==> config.mk <==
export PLATFORM = sky130hd
export DESIGN_NAME = fire_seq
export DESIGN_NICKNAME = d
export VERILOG_FILES = /design/src/rtl/fire_seq.sv
export SDC_FILE = /design/constraint.sdc
export NUM_CORES = 1
export LEC_CHECK = 0
export BUFFER_PORTS_ARGS = -buffer_cell sky130_fd_sc_hd__buf_2
export CORE_MARGIN = 1.5
export CORE_UTILIZATION = 57
export CTS_CLUSTER_DIAMETER = 50
export DETAILED_ROUTE_END_ITERATION = 16
export GPL_TIMING_DRIVEN = 0
export PLACE_DENSITY = 0.91
export SYNTH_ARGS = -nofsm -noshare
export SYNTH_HDL_FRONTEND = slang
export SYNTH_SLANG_ARGS = --single-unit
==> constraint.sdc <==
create_clock -name clk -period 3.7 [get_ports clk]
set_clock_uncertainty 0.05 [all_clocks]
set_input_delay 0.555 -clock clk [delete_from_list [all_inputs] [get_ports clk]]
set_output_delay 0.555 -clock clk [all_outputs]
set_load 0.005 [all_outputs]
==> src/rtl/fire_seq.sv <==
`default_nettype none
// ============================================================================
// Module   : fire_seq
// Purpose  : Transmit-side stimulus sequencer for the CDC hazard-measurement
//            blocks. Emits one-cycle `fire` strobes with single, periodic,
//            burst or LFSR-random spacing. It counts every strobe in `sent`
//            and signals the end of a campaign with a one-cycle `done`.
// Revision : 1.0 - initial release
// ----------------------------------------------------------------------------
// Parameters
//   CNT_W  : width of total / sent (and sent_gray)
//   GAP_W  : width of the gap field (1..16)
// Ports
//   clk        in   single clock, all logic on posedge
//   resetn     in   synchronous active-low reset
//   start      in   campaign request, sampled only while idle
//   abort      in   stops a running campaign (no done)
//   mode       in   0 single, 1 periodic, 2 burst, 3 LFSR random
//   gap        in   periodic gap (mode 1) or gap mask (mode 3)
//   total      in   fires per campaign for modes 1-3
//   seed       in   LFSR seed for mode 3 (0 is replaced by 1)
//   fire       out  registered one-cycle strobe
//   busy       out  campaign in progress
//   done       out  one-cycle completion pulse
//   sent       out  fires issued in the current or last campaign
//   sent_gray  out  gray-coded copy of sent (FIRE_SEQ_GRAY_OUT_EN only)
// Optional feature macro: FIRE_SEQ_GRAY_OUT_EN
// ============================================================================
module fire_seq #(
  parameter int CNT_W = 32,
  parameter int GAP_W = 8
) (
  input  logic             clk,
  input  logic             resetn,
  input  logic             start,
  input  logic             abort,
  input  logic [1:0]       mode,
  input  logic [GAP_W-1:0] gap,
  input  logic [CNT_W-1:0] total,
  input  logic [15:0]      seed,
  output logic             fire,
  output logic             busy,
  output logic             done,
  output logic [CNT_W-1:0] sent
`ifdef FIRE_SEQ_GRAY_OUT_EN
  ,
  output logic [CNT_W-1:0] sent_gray
`endif
);

  localparam logic [1:0]  MODE_SINGLE = 2'd0;
  localparam logic [1:0]  MODE_PERIOD = 2'd1;
  localparam logic [1:0]  MODE_RANDOM = 2'd3;
  localparam logic [15:0] LFSR_TAPS   = 16'hB400;
  localparam logic [15:0] LFSR_INIT   = 16'h0001;

  typedef enum logic [1:0] {
    S_IDLE = 2'd0,
    S_FIRE = 2'd1,
    S_GAP  = 2'd2,
    S_DONE = 2'd3
  } state_t;

  // Galois right-shift step of the 16-bit LFSR.
  function automatic logic [15:0] lfsr_step(input logic [15:0] l);
    lfsr_step = l[0] ? ((l >> 1) ^ LFSR_TAPS) : (l >> 1);
  endfunction

  state_t           state_q,     state_d;
  logic [1:0]       mode_q,      mode_d;
  logic [GAP_W-1:0] gap_q,       gap_d;
  logic [CNT_W-1:0] tot_q,       tot_d;
  logic [15:0]      lfsr_q,      lfsr_d;
  logic [GAP_W-1:0] cnt_q,       cnt_d;
  logic             fire_q,      fire_d;
  logic             busy_q,      busy_d;
  logic             done_q,      done_d;
  logic [CNT_W-1:0] sent_q,      sent_d;
`ifdef FIRE_SEQ_GRAY_OUT_EN
  logic [CNT_W-1:0] sent_gray_q, sent_gray_d;
`endif

  // While idle the campaign settings come straight from the inputs, because
  // they are latched on the same edge that issues the first fire.
  logic             in_idle;
  logic [1:0]       mode_src;
  logic [GAP_W-1:0] gap_src;
  logic [15:0]      seed_eff;
  logic [15:0]      lfsr_src;
  logic [15:0]      lfsr_adv;
  logic [GAP_W-1:0] lfsr_bits;
  logic [GAP_W-1:0] gap_eff;
  logic [CNT_W-1:0] total_eff;

  assign in_idle   = (state_q == S_IDLE);
  assign mode_src  = in_idle ? mode : mode_q;
  assign gap_src   = in_idle ? gap  : gap_q;
  assign seed_eff  = (seed == 16'd0) ? LFSR_INIT : seed;
  assign lfsr_src  = in_idle ? seed_eff : lfsr_q;
  assign lfsr_adv  = lfsr_step(lfsr_src);
  assign lfsr_bits = GAP_W'(lfsr_adv);
  assign total_eff = (mode == MODE_SINGLE) ? CNT_W'(1) : total;

  // Spacing that follows the fire being issued now. In random mode the mask
  // is applied to the LFSR value *after* this fire's advance.
  always_comb begin
    gap_eff = '0;
    if (mode_src == MODE_PERIOD) begin
      gap_eff = gap_src;
    end else if (mode_src == MODE_RANDOM) begin
      gap_eff = lfsr_bits & gap_src;
    end
  end

  // Next-state and registered-output logic.
  always_comb begin
    logic issue;

    state_d = state_q;
    mode_d  = mode_q;
    gap_d   = gap_q;
    tot_d   = tot_q;
    lfsr_d  = lfsr_q;
    cnt_d   = cnt_q;
    fire_d  = 1'b0;
    busy_d  = 1'b0;
    done_d  = 1'b0;
    sent_d  = sent_q;
    issue   = 1'b0;

    case (state_q)
      S_IDLE: begin
        if (start && !abort) begin
          mode_d = mode;
          gap_d  = gap;
          tot_d  = total_eff;
          lfsr_d = seed_eff;
          sent_d = '0;
          if (total_eff == '0) begin
            state_d = S_DONE;
            done_d  = 1'b1;
          end else begin
            issue = 1'b1;
          end
        end
      end

      S_FIRE: begin
        if (abort) begin
          state_d = S_IDLE;
        end else if (sent_q == tot_q) begin
          state_d = S_DONE;
          done_d  = 1'b1;
        end else if (cnt_q == '0) begin
          issue = 1'b1;
        end else begin
          // cnt_q already holds this fire's gap; GAP counts it down.
          state_d = S_GAP;
          busy_d  = 1'b1;
        end
      end

      S_GAP: begin
        if (abort) begin
          state_d = S_IDLE;
        end else if (cnt_q == GAP_W'(1)) begin
          issue = 1'b1;
        end else begin
          cnt_d  = cnt_q - GAP_W'(1);
          busy_d = 1'b1;
        end
      end

      S_DONE: begin
        state_d = S_IDLE;
      end

      default: begin
        state_d = S_IDLE;
      end
    endcase

    // Common path for every fire: count it, step the LFSR in random mode
    // and remember the spacing to the next fire.
    if (issue) begin
      state_d = S_FIRE;
      fire_d  = 1'b1;
      busy_d  = 1'b1;
      sent_d  = sent_d + CNT_W'(1);
      cnt_d   = gap_eff;
      if (mode_src == MODE_RANDOM) begin
        lfsr_d = lfsr_adv;
      end else begin
        lfsr_d = lfsr_src;
      end
    end
  end

`ifdef FIRE_SEQ_GRAY_OUT_EN
  always_comb begin
    sent_gray_d = sent_d ^ (sent_d >> 1);
  end
`endif

  always_ff @(posedge clk) begin
    if (!resetn) begin
      state_q     <= S_IDLE;
      mode_q      <= 2'd0;
      gap_q       <= '0;
      tot_q       <= '0;
      lfsr_q      <= LFSR_INIT;
      cnt_q       <= '0;
      fire_q      <= 1'b0;
      busy_q      <= 1'b0;
      done_q      <= 1'b0;
      sent_q      <= '0;
`ifdef FIRE_SEQ_GRAY_OUT_EN
      sent_gray_q <= '0;
`endif
    end else begin
      state_q     <= state_d;
      mode_q      <= mode_d;
      gap_q       <= gap_d;
      tot_q       <= tot_d;
      lfsr_q      <= lfsr_d;
      cnt_q       <= cnt_d;
      fire_q      <= fire_d;
      busy_q      <= busy_d;
      done_q      <= done_d;
      sent_q      <= sent_d;
`ifdef FIRE_SEQ_GRAY_OUT_EN
      sent_gray_q <= sent_gray_d;
`endif
    end
  end

  assign fire = fire_q;
  assign busy = busy_q;
  assign done = done_q;
  assign sent = sent_q;
`ifdef FIRE_SEQ_GRAY_OUT_EN
  assign sent_gray = sent_gray_q;
`endif

endmodule
`default_nettype wire

### After elaboration in Yosys (flattened, before gate mapping)

Cells that the tools add are included.

* flip-flop bits (word level): 103
* bits of input ports: 62
* output and inout bits: 35
* word-level logic and storage cells: 97

* add/subtract/negate cells: 2
* equality and inequality tests: 17
* multiplexer cells: 48
* bitwise logic cells: 3
* reductions and logical operators: 16

Operators with widths (number)
* 32-bit 2-to-1 mux: 4
* 16-bit 2-to-1 mux: 7
* 8-bit 2-to-1 mux: 7
* 32-bit by 1-bit adder with 32-bit output (second input constant): 1
* 32-bit == test: 1
* 32-bit logical NOT: 1
* 1-bit 2-to-1 mux: 19
* 16-bit logical NOT: 1
* 2-bit 2-to-1 mux: 7
* 8-bit bitwise AND: 1
* 8-bit by 1-bit == test with 1-bit output (second input constant): 1
* 8-bit logical NOT: 1
* 2-bit by 1-bit inequality test with 1-bit output (second input constant): 4
* 2-bit case mux with 4 select lines: 1
* 4-bit AND reduction: 2
* 8-bit by 1-bit subtractor with 8-bit output (second input constant): 1
* 2-bit == test (second input constant): 3
* 3-bit by 1-bit inequality test with 1-bit output (second input constant): 2
* 2-bit nonzero test: 3
* 5-bit inequality test (second input constant): 1
* 2-bit by 1-bit == test with 1-bit output (second input constant): 2
* 2-bit logical NOT: 2
* 4-bit inequality test (second input constant): 1
* 3-bit inverter with 4-bit output: 1
* 10 further kinds: 12

### Logic depth before layout (Yosys ltp)

* depth after elaboration: 9
* mapped depth: 14

### Least setup slack after synthesis

No wires, ideal clock.

* kind: flip-flop to flip-flop
* from: register state_q[0]
* to: register sent_q[30], in the netlist sent[30]
* library setup time: 0.070 ns
* arrival time: 2.936 ns
* path slack: 0.644 ns
* cell stages (with the launch flop): 15
* path buffers: 2
* period minus slack after synthesis: 3.056 ns
* path through: dfxtp_1 -> inv_1 -> ha_1 -> nand3b_1 -> buf_2 -> clkbuf_1 -> and2_1 -> ha_1 -> nand2_1 -> nor4b_2 -> nand4_1 -> nor4b_2 -> o21ai_2 -> or3_1 -> a21oi_1

* cells in the longest elaborated chain, start to end: 4
* elaborated cells on any way between the ends: 7
* classes of those cells: add/sub: 1; eq/ne: 2; mux: 3; reduce/logical: 1

Ends and longest elaborated chain
* start: declaration: RTL line 69 `state_t state_q, state_d;`
* start signal: assignment: RTL line 221 `state_q <= state_d;`
* 2-bit logical NOT: RTL line 131 `case (state_q)`
* 32-bit 2-to-1 mux: RTL line 131
* 32-bit by 1-bit adder with 32-bit output: RTL line 189 `sent_d = sent_d + CNT_W'(1);`
* 32-bit 2-to-1 mux *: RTL line 185 `if (issue) begin`
* end signal: assignment: RTL line 230 `sent_q <= sent_d;`
* end: declaration: RTL line 78 `logic [CNT_W-1:0] sent_q, sent_d;`

Mark *: on every way between the ends. The rest lies on a longest branch, timed or not.
A chain may end at the register's enable or synchronous reset.

### Worst setup path after layout

Same ends and word-level chain as after synthesis.

==> results.ini <==
[run_status]
status = complete, no violations

[critical_path]
path_cells = inv_1 > ha_1 > nand3b_1 > clkbuf_4 > and2_1 > ha_1 > nand2_1 > nor4b_2 > nand4_1 > nor4b_2 > o21ai_2 > or3_1 > a21oi_1
regToRegStartpoint = state_q[0]
crit_cells = 13
start_kind = flop
setup.worst_path.class = flop to flop
reg2reg_slack_ns = 0.35
arrival_ns = 3.61
critical_path.slowest_cell = dfxtp_1
r2r_end = sent[30]
reg2regPathDepth = 13
worst-path-buf-inv = 2
crit_start = state_q[0]
cp_top_family = simple AND/OR/NAND/NOR gates
path_max_fanout = 19
slowest_delay_ns = 0.42
crit_path_end_kind = flop
worstPathRequired_ns = 3.96

[global_route]
antenna_found_initial = 0
gr-total-overflow = 0
grt_max_degree = 19
grt_pass1_vias = 5287
grt_pass1_wl_mm = 26.25
grt_use_total_pct = 31.95

[timing]
setup_viol = 0
worstMarginPinSlew_ns = 0.7296
max_freq_mhz = 298.7
slew_headroom_pct = 51.36
slew_viol_final = 0
period_minus_slack_ns = 3.347
finalSetupTns_ns = 0
hold_viol = 0
period_share_pct = 90.47
rsz0062_at_grt = no

[power_and_ir_drop]
pwr-share-seq_pct = 38.8
vdd_drop_max_v = 0.0002629
switchingPower_mw = 1.448
internal_power_mw = 2.133
power_density_mw_per_mm2 = 546.2
finalPower_mw = 3.580
clock_power_share_pct = 19.6
p_leak_nw = 2.437
p_comb_share_pct = 41.6
swShare_pct = 40.43

[clock_network]
clock_latency_ns = 0.38
clk_pin_slew_ns = 0.11
clock_path_buffers = 2
cts_root_buf = clkbuf_8
cts_made_buffers = 9
cts_resized = 0
cts_max_level = 3
cts_hold_buffers = 0
cts_tree = yes
post-cts-setup-buffers = 0
clkSinkCount = 103

[min_path]
hold_path_class = primary input to flop
whs_path_depth = 3
whs_endpoint = gap_q[3]
worstHoldStart = gap[3]

[synthesis]
async_flop_share_pct = 0
synth_ff_type = dfxtp_1
avgSynthCellArea_sq_um = 8.032
syn_inst = 713
synth.distinct_cells = 61
synthesis.nets = 783
yosysWarnings = 0
synth-seq-cells = 103
syn_area_sq_mm = 0.005727
synth-seq-area-share_pct = 36.01
synth_edf_count = 0

[detailed_routing]
viasPerCell = 6.201
wl_per_cell_um = 17.38
drc = 0
first_pass_iters = 6
drt_wl_total_mm = 16.62
drt_iter0_drc = 630
ant_nets = 0
vias = 5928

[die]
die_w_um = 103.2
initial_core_util_pct = 58.59
die_area_sq_mm = 0.01066
boundaryPins = 97
coreArea_sq_mm = 0.009774
die_height_um = 103.2
row_count = 36

[final_layout]
fillers = 807
area_growth_pct = 14.46
fin_nets = 888
diodes = 0
drive_gt1_share_pct = 18.71

[placement]
portBuffers = 95
hpwl_mm = 12.34
place.gp.congestion = 0.9360

[run]
cap_violations = 0

[cells in the final DEF, fill, tap and decap left out, types with 18 or more instances in the layout]
cell      instances
dfxtp_1         103
nand2_1         114
nor2_1           53
a21oi_1          75
nand4_1          18
clkbuf_1         26
xnor2_1          40
buf_2           102
nand3_1          45
[worst min-delay path: stages]
cell	delay, ns
buf_2	0.10
nand2_1	0.05
a21oi_1	0.05
[routing by layer]
layer  vias up  global-route usage [%]  part of all wire [%]
li1       2785                       -                     -
met4         0                   14.86                   3.2
met2       405                   48.58                    45
met3        62                   5.712                    11
met5         -                       0                     0
met1      2676                   44.28                    41
[worst max path at each step]
stage	slack [ns]	end
after floorplan	0.64	sent[30]
after CTS	0.07	sent[30]
after detailed placement	0.08	sent[30]
final	0.35	sent[30]
after global routing	0.07	sent[30]
after global placement	0.12	sent[30]
[sequential cells by signal, summed over array words and instances (netlist names)]
name     count
sent        32
tot_q       32
cnt_q        8
done         1
fire         1
lfsr_q      16
mode_q       2
state_q      2
busy         1
gap_q        8
[power groups by stage]
stage / logic (mW) / registers (mW) / clock network, mW
finish: 1.49 / 1.39 / 0.703
global route: 1.62 / 1.41 / 0.739
CTS: 1.46 / 1.38 / 0.697
detailed placement: 1.45 / 1.41 / 0
global placement: 1.42 / 1.40 / 0
floorplan: 1.11 / 1.38 / 0
[per-stage QoR]
stage | utilization (%) | instance area, sq um | hold slack, ns | instances | setup slack, ns
after global placement | 65.16 | 6369 | 0.3911 | 941 | 0.1218
after detailed placement | 65.16 | 6369 | 0.3973 | 941 | 0.07588
after global routing | 67.06 | 6555 | 0.3746 | 956 | 0.06751
after floorplan | - | 5727 | 0.3857 | 713 | 0.6440
after CTS | 67.08 | 6556 | 0.3701 | 957 | 0.06544
final | 67.06 | 6555 | 0.3699 | 956 | 0.3526
[area by class of cell]
class                           count  area [sq um]  area share (%)
Timing Repair Buffer               95         475.5           7.253
Tap cell                          133         166.4           2.539
Inverter                           13         48.80          0.7444
Sequential cell                   103          2062           31.46
Clock inverter                      6         50.05          0.7635
Clock buffer                       10         137.6           2.100
Buffer                             49         215.2           3.283
Multi-Input combinational cell    547          3400           51.86
[synth_stat cells (all sizes together) (4+ instances only)]
cell type  instances  area, sq um
a211oi            11        82.58
a21oi             75        375.4
a311oi            17        148.9
and2               5        31.28
buf               23        115.1
clkbuf            27        101.4
dfxtp            103         2062
ha                 8        100.1
inv               13        48.79
mux2              12        135.1
mux2i             17        170.2
nand2            114        427.9
nand3             45        225.2
nand3b             4        42.54
nand4             18        112.6
nor2              54        210.2
nor3               8        40.04
nor4              14        100.1
o211ai            10        80.07
o21ai             20        103.9
o31ai              5        42.54
or3               16        100.1
or4                8        63.81
xnor2             40        350.3
xor2               8        70.07
[logic make-up (layout without fill, tap and decap cells)]
group	count (synthesis)	after routing	synth area share (%)
compound gates	155	155	17.57
fa+ha+maj	8	8	1.748
simple gates	304	304	26.20
mux	32	32	6.511
flops	103	103	36.01
buf+inv	63	173	4.632
xor+xnor	48	48	7.341
Power figures use the tool's default switching activity.
